### config.mk
export PLATFORM = sky130hd
export DESIGN_NAME = phase_readout_flat
export DESIGN_NICKNAME = d
export VERILOG_FILES = /design/src/rtl/phase_readout_if.sv /design/src/rtl/phase_readout.sv /design/src/flat_wrapper.sv
export SDC_FILE = /design/constraint.sdc
export NUM_CORES = 1
export LEC_CHECK = 0
export ABC_AREA = 1
export CORE_ASPECT_RATIO = 0.5
export CORE_MARGIN = 5
export CORE_UTILIZATION = 35
export DETAILED_ROUTE_END_ITERATION = 10
export GPL_TIMING_DRIVEN = 0
export SLEW_MARGIN = 20
export SYNTH_ARGS = -nofsm -noshare
export SYNTH_HDL_FRONTEND = slang
export SYNTH_SLANG_ARGS = --single-unit
### constraint.sdc
create_clock -name clk -period 2.92 [get_ports clk]
set_clock_uncertainty 0.1 [all_clocks]
set_input_delay 0.584 -clock clk [delete_from_list [all_inputs] [get_ports clk]]
set_output_delay 0.584 -clock clk [all_outputs]
set_load 0.01 [all_outputs]
### src/rtl/phase_readout_if.sv
// Configuration write and registered read bus for phase_readout.
// Master drives strobes and addresses; slave returns read data and status.
interface phase_readout_if;
    logic        wready;
    logic        wr_addr_match;
    logic [31:0] wdata;
    logic        rd_en;
    logic [4:0]  rd_addr;
    logic [31:0] rdata;
    logic        rvalid;
    logic        busy;
    logic        done;

    modport master (
        output wready, wr_addr_match, wdata, rd_en, rd_addr,
        input  rdata, rvalid, busy, done
    );

    modport slave (
        input  wready, wr_addr_match, wdata, rd_en, rd_addr,
        output rdata, rvalid, busy, done
    );
endinterface

### src/rtl/phase_readout.sv
// Oscillator phase readout: counts per-spin mismatches against a reference
// over a programmable window and publishes them through a read port.
module phase_readout #(
    parameter int NUM_SPINS   = 8,
    parameter int CNT_WIDTH   = 20,
    parameter int SYNC_STAGES = 2
) (
    input  logic                 clk,
    input  logic                 axi_rstn,
    input  logic [NUM_SPINS-1:0] phase_in,
    input  logic                 ref_in,
    phase_readout_if.slave       bus
);
    localparam int FW = $clog2(SYNC_STAGES + 1);

    typedef enum logic [1:0] {IDLE, FLUSH, COUNT, DONE} state_t;

    typedef logic [NUM_SPINS-1:0][CNT_WIDTH-1:0] cnt_arr_t;

    state_t                         state_q, state_d;
    logic [FW-1:0]                  flush_q, flush_d;
    logic [CNT_WIDTH-1:0]           window_q, window_d;
    logic [CNT_WIDTH-1:0]           win_cnt_q, win_cnt_d;
    cnt_arr_t                       cnt_q, cnt_d;
    cnt_arr_t                       snap_q, snap_d;
    logic                           done_q, done_d;
    logic [31:0]                    rdata_q, rdata_d;
    logic                           rvalid_q;
    logic [SYNC_STAGES-1:0][NUM_SPINS:0] sync_q;

    logic [NUM_SPINS:0]   samp;
    logic [NUM_SPINS-1:0] mismatch;
    logic                 start;
    logic                 busy;
    logic                 unused_wdata;

    assign samp         = sync_q[SYNC_STAGES-1];
    assign mismatch     = samp[NUM_SPINS-1:0] ^ {NUM_SPINS{samp[NUM_SPINS]}};
    assign start        = bus.wready & bus.wr_addr_match;
    assign busy         = (state_q != IDLE);
    assign unused_wdata = ^bus.wdata;

    assign bus.rdata  = rdata_q;
    assign bus.rvalid = rvalid_q;
    assign bus.busy   = busy;
    assign bus.done   = done_q;

    // Bring async phases and reference into the clk domain.
    always_ff @(posedge clk) begin
        if (!axi_rstn) begin
            sync_q <= '0;
        end else begin
            sync_q[0] <= {ref_in, phase_in};
            for (int s = 1; s < SYNC_STAGES; s++) begin
                sync_q[s] <= sync_q[s-1];
            end
        end
    end

    // Measurement state and counters.
    always_ff @(posedge clk) begin
        if (!axi_rstn) begin
            state_q   <= IDLE;
            flush_q   <= '0;
            window_q  <= '0;
            win_cnt_q <= '0;
            cnt_q     <= '0;
            snap_q    <= '0;
            done_q    <= 1'b0;
        end else begin
            state_q   <= state_d;
            flush_q   <= flush_d;
            window_q  <= window_d;
            win_cnt_q <= win_cnt_d;
            cnt_q     <= cnt_d;
            snap_q    <= snap_d;
            done_q    <= done_d;
        end
    end

    // Next state: a start always wins and discards any run in flight.
    always_comb begin
        state_d   = state_q;
        flush_d   = flush_q;
        window_d  = window_q;
        win_cnt_d = win_cnt_q;
        cnt_d     = cnt_q;
        snap_d    = snap_q;
        done_d    = done_q;
        if (start) begin
            window_d  = bus.wdata[CNT_WIDTH-1:0];
            win_cnt_d = '0;
            cnt_d     = '0;
            flush_d   = '0;
            done_d    = 1'b0;
            state_d   = FLUSH;
        end else begin
            unique case (state_q)
                IDLE: begin
                    state_d = IDLE;
                end
                FLUSH: begin
                    if (flush_q == FW'(SYNC_STAGES - 1)) begin
                        state_d = (window_q == '0) ? DONE : COUNT;
                    end else begin
                        flush_d = flush_q + 1'b1;
                    end
                end
                COUNT: begin
                    for (int i = 0; i < NUM_SPINS; i++) begin
                        if (mismatch[i] && (cnt_q[i] != '1)) begin
                            cnt_d[i] = cnt_q[i] + 1'b1;
                        end
                    end
                    win_cnt_d = win_cnt_q + 1'b1;
                    if (win_cnt_q == window_q - CNT_WIDTH'(1)) begin
                        state_d = DONE;
                    end
                end
                DONE: begin
                    snap_d  = cnt_q;
                    done_d  = 1'b1;
                    state_d = IDLE;
                end
                default: state_d = IDLE;
            endcase
        end
    end

    // Read mux; status reflects state before any same-cycle write.
    always_comb begin
        rdata_d = rdata_q;
        if (bus.rd_en) begin
            rdata_d = '0;
            for (int i = 0; i < NUM_SPINS; i++) begin
                if (bus.rd_addr == 5'(i)) begin
                    rdata_d = 32'(snap_q[i]);
                end
            end
            if (bus.rd_addr == 5'(NUM_SPINS)) begin
                rdata_d     = 32'(window_q);
                rdata_d[31] = done_q;
                rdata_d[30] = busy;
            end
        end
    end

    // Registered read port.
    always_ff @(posedge clk) begin
        if (!axi_rstn) begin
            rdata_q  <= '0;
            rvalid_q <= 1'b0;
        end else begin
            rdata_q  <= rdata_d;
            rvalid_q <= bus.rd_en;
        end
    end
endmodule
### src/flat_wrapper.sv
// flat-port wrapper written by rule: the top's interface ports become plain ports
module phase_readout_flat 
#(
    parameter int NUM_SPINS   = 8,
    parameter int CNT_WIDTH   = 20,
    parameter int SYNC_STAGES = 2
)
  (clk, axi_rstn, phase_in, ref_in, bus_wready, bus_wr_addr_match, bus_wdata, bus_rd_en, bus_rd_addr, bus_rdata, bus_rvalid, bus_busy, bus_done);
  phase_readout_if bus_i ();
  input  logic clk;
  input  logic axi_rstn;
  input  logic [NUM_SPINS-1:0] phase_in;
  input  logic ref_in;
  input wire logic [$bits(bus_i.wready)-1:0] bus_wready;
  input wire logic [$bits(bus_i.wr_addr_match)-1:0] bus_wr_addr_match;
  input wire logic [$bits(bus_i.wdata)-1:0] bus_wdata;
  input wire logic [$bits(bus_i.rd_en)-1:0] bus_rd_en;
  input wire logic [$bits(bus_i.rd_addr)-1:0] bus_rd_addr;
  output wire logic [$bits(bus_i.rdata)-1:0] bus_rdata;
  output wire logic [$bits(bus_i.rvalid)-1:0] bus_rvalid;
  output wire logic [$bits(bus_i.busy)-1:0] bus_busy;
  output wire logic [$bits(bus_i.done)-1:0] bus_done;
  assign bus_i.wready = bus_wready;
  assign bus_i.wr_addr_match = bus_wr_addr_match;
  assign bus_i.wdata = bus_wdata;
  assign bus_i.rd_en = bus_rd_en;
  assign bus_i.rd_addr = bus_rd_addr;
  assign bus_rdata = bus_i.rdata;
  assign bus_rvalid = bus_i.rvalid;
  assign bus_busy = bus_i.busy;
  assign bus_done = bus_i.done;
  phase_readout #(.NUM_SPINS(NUM_SPINS), .CNT_WIDTH(CNT_WIDTH), .SYNC_STAGES(SYNC_STAGES)) u_core (.clk(clk), .axi_rstn(axi_rstn), .phase_in(phase_in), .ref_in(ref_in), .bus(bus_i));
endmodule
== Yosys cells after proc, flatten, opt, wreduce, memory -nomap -nowiden ==
Index checks and enable logic that the tools add are counted.
Storage, ports and cells
  register bits after elaboration: 416
  input bits: 51
  output and inout port bits: 35
  logic and storage cells: 107
Cells by class
  $add $sub $neg: 11
  eq/ne operators: 25
  muxes and demuxes: 14
  bitwise gates (word level): 5
  reductions and logical operators: 26
Operators by type and width (count)
  $add A20 B1 Y20 const B: 9
  $mux W20: 8
  $ne A20 B20 Y1 const B: 8
  $mux W32: 1
  $reduce_and A2 Y1: 12
  $eq A20 B20 Y1: 1
  $eq A5 B3 Y1 const B: 4
  $logic_not A20 Y1: 1
  $sub A20 B1 Y20 const B: 1
  $eq A5 B2 Y1 const B: 2
  $logic_and A1 B1 Y1: 8
  $xor A8 B8 Y8: 1
  $ne A3 B1 Y1 const B: 2
  $pmux W2 S3: 1
  $eq A5 B1 Y1 const B: 1
  $eq A5 B4 Y1 const B: 1
  $logic_not A5 Y1: 1
  $eq A2 B1 Y1 const B: 2
  $eq A2 B2 Y1 const B: 2
  $mux W2: 2
  $ne A2 B1 Y1 const B: 2
  $reduce_or A2 Y1: 2
  $not A1 Y1: 3
  $add A2 B1 Y2 const B: 1
  other kinds (4): 5

== Logic depth before layout (Yosys ltp) ==
  depth after elaboration: 10
  depth in mapped cells: 17
  gate-level depth less buffers: 17

== Worst setup path before layout ==
No wires, ideal clock.
  path type: reg-to-reg
  from: register u_core.state_q[0]
  to: register u_core.win_cnt_q[16]
  setup time: 115 ps
  arrival: 1779 ps
  required time: 2705 ps
  path slack: 927 ps
  cell stages (with the launch flop): 16
  buffers on the path: 1
  period minus slack after synthesis: 1993 ps
  cell sequence: dfxtp_1 -> inv_1 -> ha_1 -> buf_4 -> inv_4 -> nor2_2 -> nand2_1 -> nor2_2 -> nand2_1 -> nor2_2 -> nand2_1 -> nor2_2 -> nand2_2 -> nor4_4 -> a21oi_1 -> o21a_1
Between the ends
  longest elaborated chain between the ends: 1
RTL lines
  from (decl): line phase_readout.sv:20  | state_t state_q, state_d;
  from (signal assigned): line phase_readout.sv:71  | state_q <= state_d;
  $eq A2 B2 Y1: line phase_readout.sv:98  | unique case (state_q)
  to (signal assigned): line phase_readout.sv:74  | win_cnt_q <= win_cnt_d;
  to (decl): line phase_readout.sv:23  | logic [CNT_WIDTH-1:0] win_cnt_q, win_cnt_d;
No other way between the ends.
A chain may end at the register's enable or synchronous reset.

== Worst setup path in the final report ==
  from: input bus_rd_addr[4]
  to: register u_core.rdata_q[10], in the netlist u_core.bus.rdata[10]
Between the ends
  longest elaborated chain between the ends: 10
  elaborated cells on any way between the ends: 18
  classes of those cells: eq/ne: 8; mux: 9; reduce/logical: 1
RTL lines
  from (decl): line flat_wrapper.sv:18  | input wire logic [$bits(bus_i.rd_addr)-1:0] bus_rd_addr;
  $logic_not A5 Y1: line phase_readout.sv:136  | if (bus.rd_addr == 5'(i)) begin
  $mux W20 (8 in a row): line phase_readout.sv:136
  $mux W32 *: line phase_readout.sv:140  | if (bus.rd_addr == 5'(NUM_SPINS)) begin
  to (signal assigned): line phase_readout.sv:154  | rdata_q <= rdata_d;
  to (decl): line phase_readout.sv:27  | logic [31:0] rdata_q, rdata_d;
Every way passes the cells marked *; elsewhere a longest branch is shown, timed or not.

==> results.cfg <==
[timing]
period_needed_ns = 2.872
slew_headroom_pct = 31.62
number_of_endpoints_with_negative_hold_slack_in_the_final_report = 0
tightestPinTransition_ns = 1.018
timing.setup.tns_ns = 0
maxClockFrequency_mhz = 348.2
report.final.setup_viol = 0
rsz0062_at_grt = no
timing_max_transition_violations_final = 0
finalCritPeriodShare_pct = 98.35

[cts]
cts_root_buf = clkbuf_16
clk_latency_ns = 0.55
clockBufferDepth = 3
cts_buffers = 40
tritoncts = yes
worst_setup_hold_path_clk_slew_ns = 0.06
number_of_buffers_inserted_to_repair_setup_after_cts = 0
h-tree-depth = 2
cts.sinks = 406

[placement]
gp_congestion = 0.9778
io_buffers = 62
dp_wirelength_um = 46350

[floorplan]
floorplan.die.width_um = 337.5
initial_standard_cell_utilization_of_the_core_pct = 35.16
floorplan.core_area_um2 = 53380
rows = 60
die-area_um2 = 58640
ioPinCount = 86
fp.dieH_um = 173.7

[layout]
antenna_cells = 0
synthToLayoutAreaGrowth_pct = 14.97
final_net_count = 2774
post_route_cells_drive_above_1_share_pct = 7.399
fillers = 5558

[synth]
yosysSeqAreaShare_pct = 43.30
netlist_instances = 2596
synth-seq-cells = 406
netlist-cell-type-count = 47
netlist_top_cells_area = dfxtp_1 43%, a21oi_1 9.5%, nand2_1 9.5%
synth_area_leader_cell = dfxtp_1
syn-mean-instance-area_um2 = 7.230
synth-warning-count = 0
synthDominantCellAreaShare_pct = 43.30
cell_area_after_synthesis_um2 = 18770

[routing]
route.antenna.remaining_nets = 0
avgRoutedWirePerCell_um = 17.71
routedLengthMet1_um = 29160
wl_met2_um = 26050
dr.pass1.iters = 6
route.final.wire_length_um = 60970
route.detailed.vias_per_inst = 5.163
detailroute.wirelength.met3_um = 4251
drc = 0
dr.max_layer_used = met4
drt_first_iter_violations = 1676
dr_total_vias = 17780

[critical_path]
crit_slowest_cell = clkdlybuf4s50_1
cpLargestDelayFamily = buffers and inverters
crit_path_frequent_cell = nand3_1
worst_ep_arrival_time_ns = 3.19
worst-path-buf-inv = 2
setup.worst_path.class = input pin to flip-flop
timing.critical_path.fanout_max = 10
worst_setup_path_end_kind = flip-flop
crit_path_cell_trace = clkdlybuf4s50_1 > nor2_1 > nand3_1 > clkbuf_1 > o221ai_1 > o22ai_1 > nand4_1 > nand3_1 > a21oi_1
cp-start-kind = input pin
cp.required_ns = 3.24
max_stage_delay_ns = 0.61

[grt]
grt_start_max_net_pins = 18
grt_pass1_vias = 16280
grt_pass1_wl_um = 93540
grt-ovfl-total = 0
groute.usage.overall_pct = 20.23
antenna_found_initial = 0

[worst_hold_path]
holdCritPathClass = flip-flop to flip-flop

[power]
power_density_nw_per_um2 = 536.5
leakagePower_nw = 7.539
seq_power_share_pct = 49.0
switching_power_mw = 2.781
total_power_mw = 11.58
switching_share_pct = 24.02
worst_vdd_rail_ir_drop_mv = 0.3260
internal_power_mw = 8.797
power.share.clock_pct = 44.4
comb_power_share_pct = 6.6

[run]
maxCapViolations = 0

[run_status]
outcome = complete, no violations
[power by group through the flow]
stage	clock [mW]	sequential (mW)	combinational [mW]
4_1_cts	5.21	5.67	0.761
6_report	5.14	5.67	0.766
3_3_place_gp	0	5.80	0.755
5_1_grt	5.46	5.68	0.850
2_1_floorplan	0	5.78	0.465
3_5_place_dp	0	5.80	0.757
[worst paths after layout]
check / start / end / slack (ns) / cells after the start
max: bus_rd_addr[4] / u_core.bus.rdata[10]$_SDFFE_PN0P_ / 0.05 / 9
max reg2reg: u_core.state_q[0]$_SDFFE_PN0P_ / u_core.cnt_q[153]$_SDFFE_PP0P_ / 0.32 / 13
min reg2reg: u_core.sync_q[1]$_SDFF_PN0_ / u_core.samp[1]$_SDFF_PN0_ / 0.31 / 2
min: u_core.sync_q[1]$_SDFF_PN0_ / u_core.samp[1]$_SDFF_PN0_ / 0.31 / 2
[routing by layer]
| metal | global-route usage, % | vias to the layer above |
|---|---|---|
| met5 | 0 | - |
| met4 | 5.112 | 0 |
| met3 | 3.419 | 93 |
| met2 | 30.76 | 506 |
| met1 | 29.79 | 8399 |
| li1 | - | 8779 |
[layout make-up]
type	instances	area, um2	area share, %
Tap cell	713	892.1	4.134
Inverter	327	1240	5.746
Timing Repair Buffer	62	620.6	2.876
Multi-Input combinational cell	1748	8891	41.20
Clock inverter	8	90.09	0.4175
Clock buffer	56	1162	5.387
Buffer	123	554.3	2.569
Sequential cell	406	8128	37.67
[Yosys cell counts (all sizes together)]
| master | instances |
|---|---|
| or2 | 6 |
| nand2 | 503 |
| a31oi | 2 |
| inv | 325 |
| clkinv | 2 |
| nor2 | 204 |
| o21a | 5 |
| nand3b | 4 |
| nor4 | 23 |
| dfxtp | 406 |
| xnor2 | 16 |
| xnor3 | 1 |
| a211oi | 1 |
| conb | 1 |
| buf | 33 |
| nand3 | 99 |
| o22ai | 19 |
| clkbuf | 91 |
| a21oi | 360 |
| o21ai | 264 |
| xor2 | 42 |
| nor3b | 1 |
| nor3 | 89 |
| o21bai | 1 |
| o221ai | 20 |
| nand4 | 63 |
| ha | 15 |
[flip-flops by register name (all words and copies together), names as in the netlist]
name               flops
u_core.flush_q         2
u_core.bus.rvalid      1
u_core.samp            9
u_core.cnt_q         160
u_core.bus.done        1
u_core.sync_q          9
u_core.window_q       20
u_core.bus.rdata      22
u_core.win_cnt_q      20
u_core.state_q         2
u_core.snap_q        160
[worst register-to-register path: stages, from the launching register on]
cell and delay, ns:
dfxtp_1 0.34, inv_1 0.09, ha_1 0.15, buf_4 0.19
inv_4 0.09, buf_6 0.17, nor2_1 0.43, nand2_4 0.18
nor2_2 0.19, nand2_1 0.11, nor2_1 0.22, nand2_1 0.08
nand2_1 0.07, a21oi_1 0.05
[through the flow]
step                setup slack, ns  cell area [um2]  hold WS, ns  cells  utilization, %
detailed placement          -0.6439            20320       0.3025   3380           38.07
CTS                         0.06812            21580       0.3143   3443           40.42
global route                0.01196            21580       0.3452   3443           40.43
floorplan                    0.9267            18800       0.2905   2605               -
finish                      0.04811            21580       0.3120   3443           40.43
global placement             -1.266            20320       0.2984   3380           38.06
[cell usage in the layout, fill, tap and decap left out, types with 24 or more instances in the layout]
master	instances
o21ai_0	255
nand4_1	63
nand2_1	473
nand2_2	24
dfxtp_1	406
nor2_1	176
nand3_1	89
inv_1	307
clkbuf_16	41
xor2_1	42
a21oi_1	357
clkbuf_1	93
clkdlybuf4s50_1	62
nor3_1	78
[kinds of logic after synthesis]
family	share of synthesized area [%]
DFF	43.30
xor gates and xnor gates	2.826
buffers and inverters	9.546
adders and majority gates	0.9999
and+or+nand+nor	24.69
other	0.01998
AOI/OAI and AO/OA	18.61
[repair_timing]
item	4_1_cts	5_1_grt
hold buffers	0	0
endpoints found under the setup margin	40	92
cloned	0	0
resized for setup	1	4
No activity file was read; power rests on OpenSTA's default activity.
